<file path="src/rtl/pipe_ctrl_pkg.sv">
// Shared definitions for the pipeline sequencer and the main opcode decoder.
package pipe_ctrl_pkg;

  typedef enum logic [1:0] {
    RUN    = 2'd0,
    DRAIN  = 2'd1,
    HALTED = 2'd2
  } ctrl_state_e;

  localparam logic [6:0] R_TYPE = 7'b0110011;
  localparam logic [6:0] I_TYPE = 7'b0010011;
  localparam logic [6:0] LW     = 7'b0000011;
  localparam logic [6:0] SW     = 7'b0100011;
  localparam logic [6:0] BR     = 7'b1100011;
  localparam logic [6:0] JAL    = 7'b1101111;
  localparam logic [6:0] JALR   = 7'b1100111;
  localparam logic [6:0] HALT   = 7'b1111111;

  localparam int unsigned DRAIN_CYCLES_DEF = 4;

endpackage

</file>
<file path="src/rtl/pipe_ctrl_hazard_detect.sv">
// Load-use hazard: a LW in EX writes a register the ID instruction reads.
module hazard_detect #(
  parameter int unsigned REG_AW = 5
) (
  input  logic [REG_AW-1:0] i_id_rs1,
  input  logic [REG_AW-1:0] i_id_rs2,
  input  logic              i_id_uses_rs1,
  input  logic              i_id_uses_rs2,
  input  logic [REG_AW-1:0] i_ex_rd,
  input  logic              i_ex_mem_read,
  output logic              o_load_use
);

  logic w_rs1_hit;
  logic w_rs2_hit;

  assign w_rs1_hit  = i_id_uses_rs1 && (i_id_rs1 == i_ex_rd);
  assign w_rs2_hit  = i_id_uses_rs2 && (i_id_rs2 == i_ex_rd);
  // x0 is never a real producer, so a load into x0 cannot create a hazard
  assign o_load_use = i_ex_mem_read && (i_ex_rd != '0) && (w_rs1_hit || w_rs2_hit);

endmodule

</file>
<file path="src/rtl/pipe_ctrl.sv">
// Pipeline sequencer: per-stage enables/flushes for load-use stalls,
// redirect flushes, data-memory waits and the HALT drain.
module pipe_ctrl
  import pipe_ctrl_pkg::*;
#(
  parameter int unsigned DRAIN_CYCLES = DRAIN_CYCLES_DEF,
  parameter int unsigned REG_AW       = 5,
  parameter int unsigned CNT_W        = 16
) (
  input  logic              clk,
  input  logic              rst_n,
  input  logic [REG_AW-1:0] id_rs1,
  input  logic [REG_AW-1:0] id_rs2,
  input  logic              id_uses_rs1,
  input  logic              id_uses_rs2,
  input  logic              id_halt,
  input  logic [REG_AW-1:0] ex_rd,
  input  logic              ex_mem_read,
  input  logic              ex_redirect,
  input  logic              mem_req,
  input  logic              mem_ready,
  output logic              pc_write,
  output logic              ifid_write,
  output logic              ifid_flush,
  output logic              idex_flush,
  output logic              pipe_en,
  output logic              halted,
  output logic [CNT_W-1:0]  stall_cnt,
  output logic [CNT_W-1:0]  flush_cnt
);

  localparam int unsigned DW = (DRAIN_CYCLES > 1) ? $clog2(DRAIN_CYCLES) : 1;
  localparam logic [DW-1:0] DRAIN_LOAD = DW'(DRAIN_CYCLES - 1);

  ctrl_state_e      r_state;
  ctrl_state_e      w_state_nxt;
  logic [DW-1:0]    r_drain_cnt;
  logic [DW-1:0]    w_drain_nxt;
  logic [CNT_W-1:0] r_stall_cnt;
  logic [CNT_W-1:0] r_flush_cnt;

  logic w_load_use;
  logic w_mem_wait;
  logic w_stall_inc;
  logic w_flush_inc;
  logic w_pc_write;
  logic w_ifid_write;
  logic w_ifid_flush;
  logic w_idex_flush;
  logic w_pipe_en;
  logic w_halted;

  hazard_detect #(
    .REG_AW(REG_AW)
  ) u_hazard (
    .i_id_rs1      (id_rs1),
    .i_id_rs2      (id_rs2),
    .i_id_uses_rs1 (id_uses_rs1),
    .i_id_uses_rs2 (id_uses_rs2),
    .i_ex_rd       (ex_rd),
    .i_ex_mem_read (ex_mem_read),
    .o_load_use    (w_load_use)
  );

  assign w_mem_wait = mem_req && !mem_ready;

  always_ff @(posedge clk or negedge rst_n) begin
    if (!rst_n) begin
      r_state     <= RUN;
      r_drain_cnt <= '0;
    end else begin
      r_state     <= w_state_nxt;
      r_drain_cnt <= w_drain_nxt;
    end
  end

  always_comb begin
    w_state_nxt  = r_state;
    w_drain_nxt  = r_drain_cnt;
    w_pc_write   = 1'b0;
    w_ifid_write = 1'b0;
    w_ifid_flush = 1'b0;
    w_idex_flush = 1'b0;
    w_pipe_en    = 1'b0;
    w_halted     = 1'b0;
    w_stall_inc  = 1'b0;
    w_flush_inc  = 1'b0;
    unique case (r_state)
      RUN: begin
        if (w_mem_wait) begin
          // full freeze: all enables stay at their 0 defaults
        end else if (ex_redirect) begin
          w_pc_write   = 1'b1;
          w_ifid_write = 1'b1;
          w_ifid_flush = 1'b1;
          w_idex_flush = 1'b1;
          w_pipe_en    = 1'b1;
          w_flush_inc  = 1'b1;
        end else if (w_load_use) begin
          w_idex_flush = 1'b1;
          w_pipe_en    = 1'b1;
          w_stall_inc  = 1'b1;
        end else if (id_halt) begin
          w_ifid_write = 1'b1;
          w_ifid_flush = 1'b1;
          w_pipe_en    = 1'b1;
          w_state_nxt  = DRAIN;
          w_drain_nxt  = DRAIN_LOAD;
        end else begin
          w_pc_write   = 1'b1;
          w_ifid_write = 1'b1;
          w_pipe_en    = 1'b1;
        end
      end
      DRAIN: begin
        w_ifid_flush = 1'b1;
        w_ifid_write = !w_mem_wait;
        w_pipe_en    = !w_mem_wait;
        if (!w_mem_wait) begin
          if (r_drain_cnt == '0) begin
            w_state_nxt = HALTED;
          end else begin
            w_drain_nxt = r_drain_cnt - 1'b1;
          end
        end
      end
      HALTED: begin
        w_halted = 1'b1;
      end
      default: begin
        w_state_nxt = RUN;
      end
    endcase
  end

  always_ff @(posedge clk or negedge rst_n) begin
    if (!rst_n) begin
      r_stall_cnt <= '0;
      r_flush_cnt <= '0;
    end else begin
      if (w_stall_inc && (r_stall_cnt != '1)) r_stall_cnt <= r_stall_cnt + CNT_W'(1);
      if (w_flush_inc && (r_flush_cnt != '1)) r_flush_cnt <= r_flush_cnt + CNT_W'(1);
    end
  end

  // Reset overrides the decoded controls so nothing loads while rst_n is low
  assign pc_write   = rst_n && w_pc_write;
  assign ifid_write = rst_n && w_ifid_write;
  assign ifid_flush = rst_n && w_ifid_flush;
  assign idex_flush = rst_n && w_idex_flush;
  assign pipe_en    = rst_n && w_pipe_en;
  assign halted     = rst_n && w_halted;
  assign stall_cnt  = r_stall_cnt;
  assign flush_cnt  = r_flush_cnt;

endmodule

</file>
<file path="config.mk">
export PLATFORM = sky130hd
export DESIGN_NAME = pipe_ctrl
export DESIGN_NICKNAME = d
export VERILOG_FILES = /design/src/rtl/pipe_ctrl_pkg.sv /design/src/rtl/pipe_ctrl_hazard_detect.sv /design/src/rtl/pipe_ctrl.sv
export SDC_FILE = /design/constraint.sdc
export NUM_CORES = 1
export LEC_CHECK = 0
export CORE_UTILIZATION = 40
export CTS_BUF_LIST = sky130_fd_sc_hd__clkbuf_8
export CTS_CLUSTER_DIAMETER = 200
export DETAILED_ROUTE_END_ITERATION = 10
export PLACE_DENSITY = 0.73
export SLEW_MARGIN = 15
export SYNTH_ARGS = -nofsm -noshare
export SYNTH_HDL_FRONTEND = slang
export SYNTH_SLANG_ARGS = --single-unit
</file>
<file path="constraint.sdc">
create_clock -name clk -period 2.05 [get_ports clk]
set_input_delay 0.41 -clock clk [delete_from_list [all_inputs] [get_ports clk]]
set_output_delay 0.41 -clock clk [all_outputs]
set_load 0.05 [all_outputs]
</file>
== Word-level counts from Yosys, hierarchy flattened ==
Index checks and enable logic that the tools add are counted.
Storage, ports and cells
  bits in registers: 36
  input bits: 24
  output and inout port bits: 38
  logic and storage cells: 84
Cells by class
  add/sub/neg operators: 3
  eq/ne operators: 13
  multiplexer cells: 41
  bitwise operators: 1
  reduce and logical (&&, ||, !) cells: 22
Operators with widths (number)
  16-bit by 1-bit adder with 16-bit output (second input constant): 2
  16-bit != test (second input constant): 2
  1-bit 2-to-1 mux: 24
  2-bit 2-to-1 mux: 12
  2-bit != test (second input constant): 7
  7-bit AND reduction: 2
  1-bit logical AND: 13
  5-bit equality test: 2
  1-bit one-hot mux with 2 select lines: 3
  2-bit one-hot mux with 3 select lines: 1
  5-bit nonzero test: 1
  2-bit logical NOT: 2
  2-bit one-hot mux with 2 select lines: 1
  2-bit by 1-bit equality test with 1-bit output (second input constant): 1
  2-bit equality test (second input constant): 1
  1-bit logical NOT: 2
  2-bit nonzero test: 1
  2-bit by 1-bit subtractor with 2-bit output (second input constant): 1
  1-bit logical OR: 1
  1-bit NOT: 1

== Depth between registers and ports, before layout ==
Gate-level depths: netlist of run 1.
  depth in word-level cells: 9
  mapped depth: 7
  gate-level depth less buffers: 7

== Cells and area by module ==
Synthesis of run 1 repeated with hierarchy kept, for this count alone.
Unflattened totals
  cells, all modules: 196
  area, all modules: 2008.2 sq um
By module, submodules not included
  pipe_ctrl: instances 1, cells an instance 179, area an instance 1874.3 sq um, seq. area each 900.9 sq um
  hazard_detect: instances 1, cells an instance 17, area an instance 133.9 sq um, seq. area each 0.0 sq um

== Worst setup path before layout of run 1 ==
OpenSTA, ideal clock, no wires.
  path type: input to output
  from: input ex_rd[1]
  to: output pc_write
  arrival: 3.036 ns
  required time: 1.640 ns
  setup slack: -1.396 ns
  stages: 4
  cells stage by stage: or4_1 o21ai_2 nor2_1 o41ai_1
Between the ends
  cells in the longest elaborated chain, start to end: 9
  elaborated cells on any way between the ends: 13
  those cells by class: 2 x eq/ne; 4 x mux; 7 x reduce/logical
Ends and longest elaborated chain
  from (decl): line pipe_ctrl.sv:17  | input logic [REG_AW-1:0] ex_rd,
  5-bit equality test, on equally long branches: line pipe_ctrl_hazard_detect.sv:17, pipe_ctrl_hazard_detect.sv:18
  1-bit logical AND, on equally long branches: line pipe_ctrl_hazard_detect.sv:17, pipe_ctrl_hazard_detect.sv:18
  1-bit logical OR: line pipe_ctrl_hazard_detect.sv:20  | assign o_load_use = i_ex_mem_read && (i_ex_rd != '0) && (w_rs1_hit || w_rs2_hit);
  1-bit logical AND (*): line pipe_ctrl_hazard_detect.sv:20
  1-bit 2-to-1 mux (*): line pipe_ctrl.sv:99  | end else if (w_load_use) begin
  1-bit 2-to-1 mux (*): line pipe_ctrl.sv:92  | end else if (ex_redirect) begin
  1-bit 2-to-1 mux (*): line pipe_ctrl.sv:90  | if (w_mem_wait) begin
  1-bit 2-to-1 mux (*): line pipe_ctrl.sv:88  | unique case (r_state)
  1-bit logical AND (*): line pipe_ctrl.sv:147  | assign pc_write = rst_n && w_pc_write;
  to (decl): line pipe_ctrl.sv:22  | output logic pc_write,
Every way passes the cells marked *; elsewhere a longest branch is shown, timed or not.

== Final worst setup path of run 1 ==
  from: input ex_rd[3]
  to: output pc_write
Same word-level chain as after synthesis.

==> results of run 1 <==
-- metal layers --
metal,routed length (um),vias to the layer above,track usage,share of wire
met3,184,15,0.0466,0.034
met4,165,0,0.105,0.031
met1,2320,951,0.269,0.43
met5,0,-,0,0
li1,-,949,-,-
met2,2670,58,0.332,0.50
-- where the power goes --
group | switching (uW) | internal, uW
clock | 238 | 264
sequential | 3.04 | 718
combinational | 94.8 | 84.5
total | 336 | 1070
-- cell type report --
type                    count  share of cell area
clock buffers               6              0.0254
inverters                   6             0.00692
repair buffers             90               0.272
clock inverters             2             0.00231
flip-flops and latches     36               0.277
multi-input cells         164               0.390
well taps                  67              0.0257
-- synthesized netlist by cell type (2+ instances only) --
master and instances:
o21ai_0 7, nand2_1 15, and3_1 7, nand3_1 15, a211oi_1 2, dfrtp_1 36, nand4_1 14, nor4_1 11
buf_2 2, nor2b_1 3, nand2b_1 3, nor3b_1 2, and4_1 4, a21oi_1 2, ha_1 3, nor2_1 10
and2_1 2, xor2_1 25, mux2_2 2, inv_1 6, a31oi_1 3, nor3_1 8, xnor2_1 14, o21a_1 2
-- worst max-delay path by stage --
stage	slack, ns	endpoint	cells past startpoint
after floorplan	-0.42	pc_write	4
after global placement	-0.59	pc_write	6
after detailed placement	-0.64	pc_write	6
after CTS	-0.21	pc_write	7
after global routing	-0.26	idex_flush	8
final	-0.21	pc_write	7
-- registers in the layout, indices dropped and copies added (netlist names) --
register	flops
r_drain_cnt	2
stall_cnt	16
r_state	2
flush_cnt	16
-- repair_timing --
item | in CTS | in global routing
setup buffers | 3 | 0
pin swaps | 14 | 2
setup endpoints to repair | 15 | 13
gates resized for setup | 48 | 14
-- cell families after synthesis --
family / after synthesis
AND/OR/NAND/NOR: 97
XOR/XNOR: 39
flip-flops: 36
AO/OA/AOI/OAI: 23
buffers and inverters: 10
adder cells (fa/ha/maj): 3
multiplexers: 2
-- per-stage QoR --
| step | hold slack, ns | TNS [ns] | setup WS, ns |
|---|---|---|---|
| floorplan | 0.114 | -0.796 | -0.422 |
| global placement | 0.360 | -6.84 | -0.595 |
| detailed placement | 0.359 | -8.73 | -0.636 |
| CTS | 0.0588 | -0.611 | -0.213 |
| global route | 0.0768 | -1.00 | -0.261 |
| finish | 0.0661 | -0.656 | -0.214 |
==> results by group, run 1 <==
Outcome
  • Outcome: finished with violations
  • Failing checks: setup timing

Logic synthesis
  • Synthesized area: 0.00205 sq mm
  • Complex-gate fraction of the synthesized area: 0.0810
  • Synthesized-area fraction occupied by and/or/nand/nor cells: 0.261
  • Post-synth top area cell: dfrtp_1
  • Post-synth top area share: 0.439
  • Syn Inst Count: 210
  • Most area-consuming cells after synthesis: dfrtp_1 (44%), xor2_1 (11%), xnor2_1 (6.0%)
  • Flops & latches, synth: 36
  • Post-synth EDFFs: 0
  • Post-synthesis xor/xnor area fraction: 0.166
  • Syn avg cell area: 9.78 sq um
  • Largest family of logic cells by synthesized area: simple AND/OR/NAND/NOR gates
  • Multiplexer area fraction after synthesis: 0.0110
  • Synth cell types: 36
  • Ys async rst share: 1.00
  • Sequential area share after synthesis: 0.439
  • Most used DFF post-synth: dfrtp_1
  • Syn nets: 237
  • Post-synthesis adder-cell area fraction: 0.0183
  • Synth Warn #: 0

Place
  • Routability cong.: 0.830
  • Post-placement cell area: 0.00302 sq mm
  • IO Port Bufs: 61
  • Final HPWL DP: 3980 um
  • Post-Place Cells: 360

STA
  • Worst slew pin tran: 0.522 ns
  • Min cycle time layout: 2.26 ns
  • Hold Vio Cnt, Final: 0
  • Final WS setup: -0.214 ns
  • Slew Limit Fails: 0
  • RSZ-0062 raised after global routing: true
  • Fmax: 0.442 GHz
  • Fin Clk Skew: 0.00332 ns
  • Fin crit share: 1.10
  • Slew Limit Headroom: 0.651
  • Final setup fails: 4

Critical path
  • Worst setup EP type: output pin
  • R2r endpoint: stall_cnt[14]
  • Req. time, crit path: 1.64 ns
  • R2R Setup Slk: 0.30 ns
  • R2R Path Start: stall_cnt[0]
  • FF-to-FF path depth: 7
  • Crit Path Category: in2out
  • Crit path max fanout: 2
  • CP Cell Sequence: buf_8 -> or4_4 -> o21ai_4 -> nor2_4 -> buf_6 -> o41ai_4 -> buf_12
  • Critical Path Max Stage Delay: 0.55 ns
  • Crit path from: ex_rd[3]
  • CP top delay family: simple AND/OR/NAND/NOR gates
  • Slowest-stage cell, CP: or4_4
  • Critical path arrival: 1.85 ns
  • CP Buf/Inv Count: 3
  • Startpoint Class: input pin

Final layout
  • Layout area overhead: 58.6%
  • Fraction of layout cells with a size suffix above 1: 0.257
  • Nets: 330
  • Most frequent cells in the layout: clkdlybuf4s50_1 (36), dfrtp_1 (34), buf_4 (27)
  • Fin cells: 371
  • Area of the multi-input gates: 0.00127 sq mm
  • Most common cell after layout, fill and taps aside: clkdlybuf4s50_1
  • Cell area after layout: 0.00326 sq mm
  • Fillcell total: 398
  • Core Util, Final: 0.676
  • ANT cells: 0
  • Register Area: 903 sq um

Floorplan
  • Die span in x: 73.6 um
  • Core Area: 0.00482 sq mm
  • Die Ht: 73.6 um
  • Starting density of the core: 0.426
  • Number of core rows: 25
  • Ports: 62
  • DIE AREA: 0.00542 sq mm

Power
  • Pwr per Cell Area: 431 mW/mm^2
  • Leak: 0.00147 uW
  • Overall Power: 1400 uW
  • VDD IR max: 0.271 mV

Global routing
  • Number of global-route vias before repair: 1,834
  • GRT Total Usage: 0.210
  • Grt total ovfl: 0
  • Largest net degree at the start of global routing: 27
  • First-pass GRT wire length: 8560 um
  • Initial antenna violation count: 0

Route
  • Vias post-DR: 1,973
  • Vias per std cell: 5.32
  • Antenna-violating nets left: 0
  • WL/cell: 14.4 um
  • DRC: 0
  • DRT iter0 DRCs: 132
  • Total Wirelength: 5340 um
  • First-pass iteration count of the detailed router: 4

Clocking
  • CTS tree: done
  • CTS Sinks: 36
  • # hold bufs at CTS: 0
  • Root buffer cell: clkbuf_8
  • H-tree Lvls: 2
  • Clock latency on the worst-skew pair: 0.28 ns
  • Num CTS Buffers: 5
  • Clock transition at path regs: 0.07 ns
  • Clock Tree Buf Depth: 2

Job
  • Number of max-cap violations: 0

Hold path
  • Worst Hold Class: in2async
Note: power is estimated with default switching activity, not from simulation.
==> inputs of run 2 (changes only) <==
Settings changed: CTS_CLUSTER_SIZE from default to 30.
==> results of run 2 <==
Final layout, timing and power as in run 1 (identical DEF).
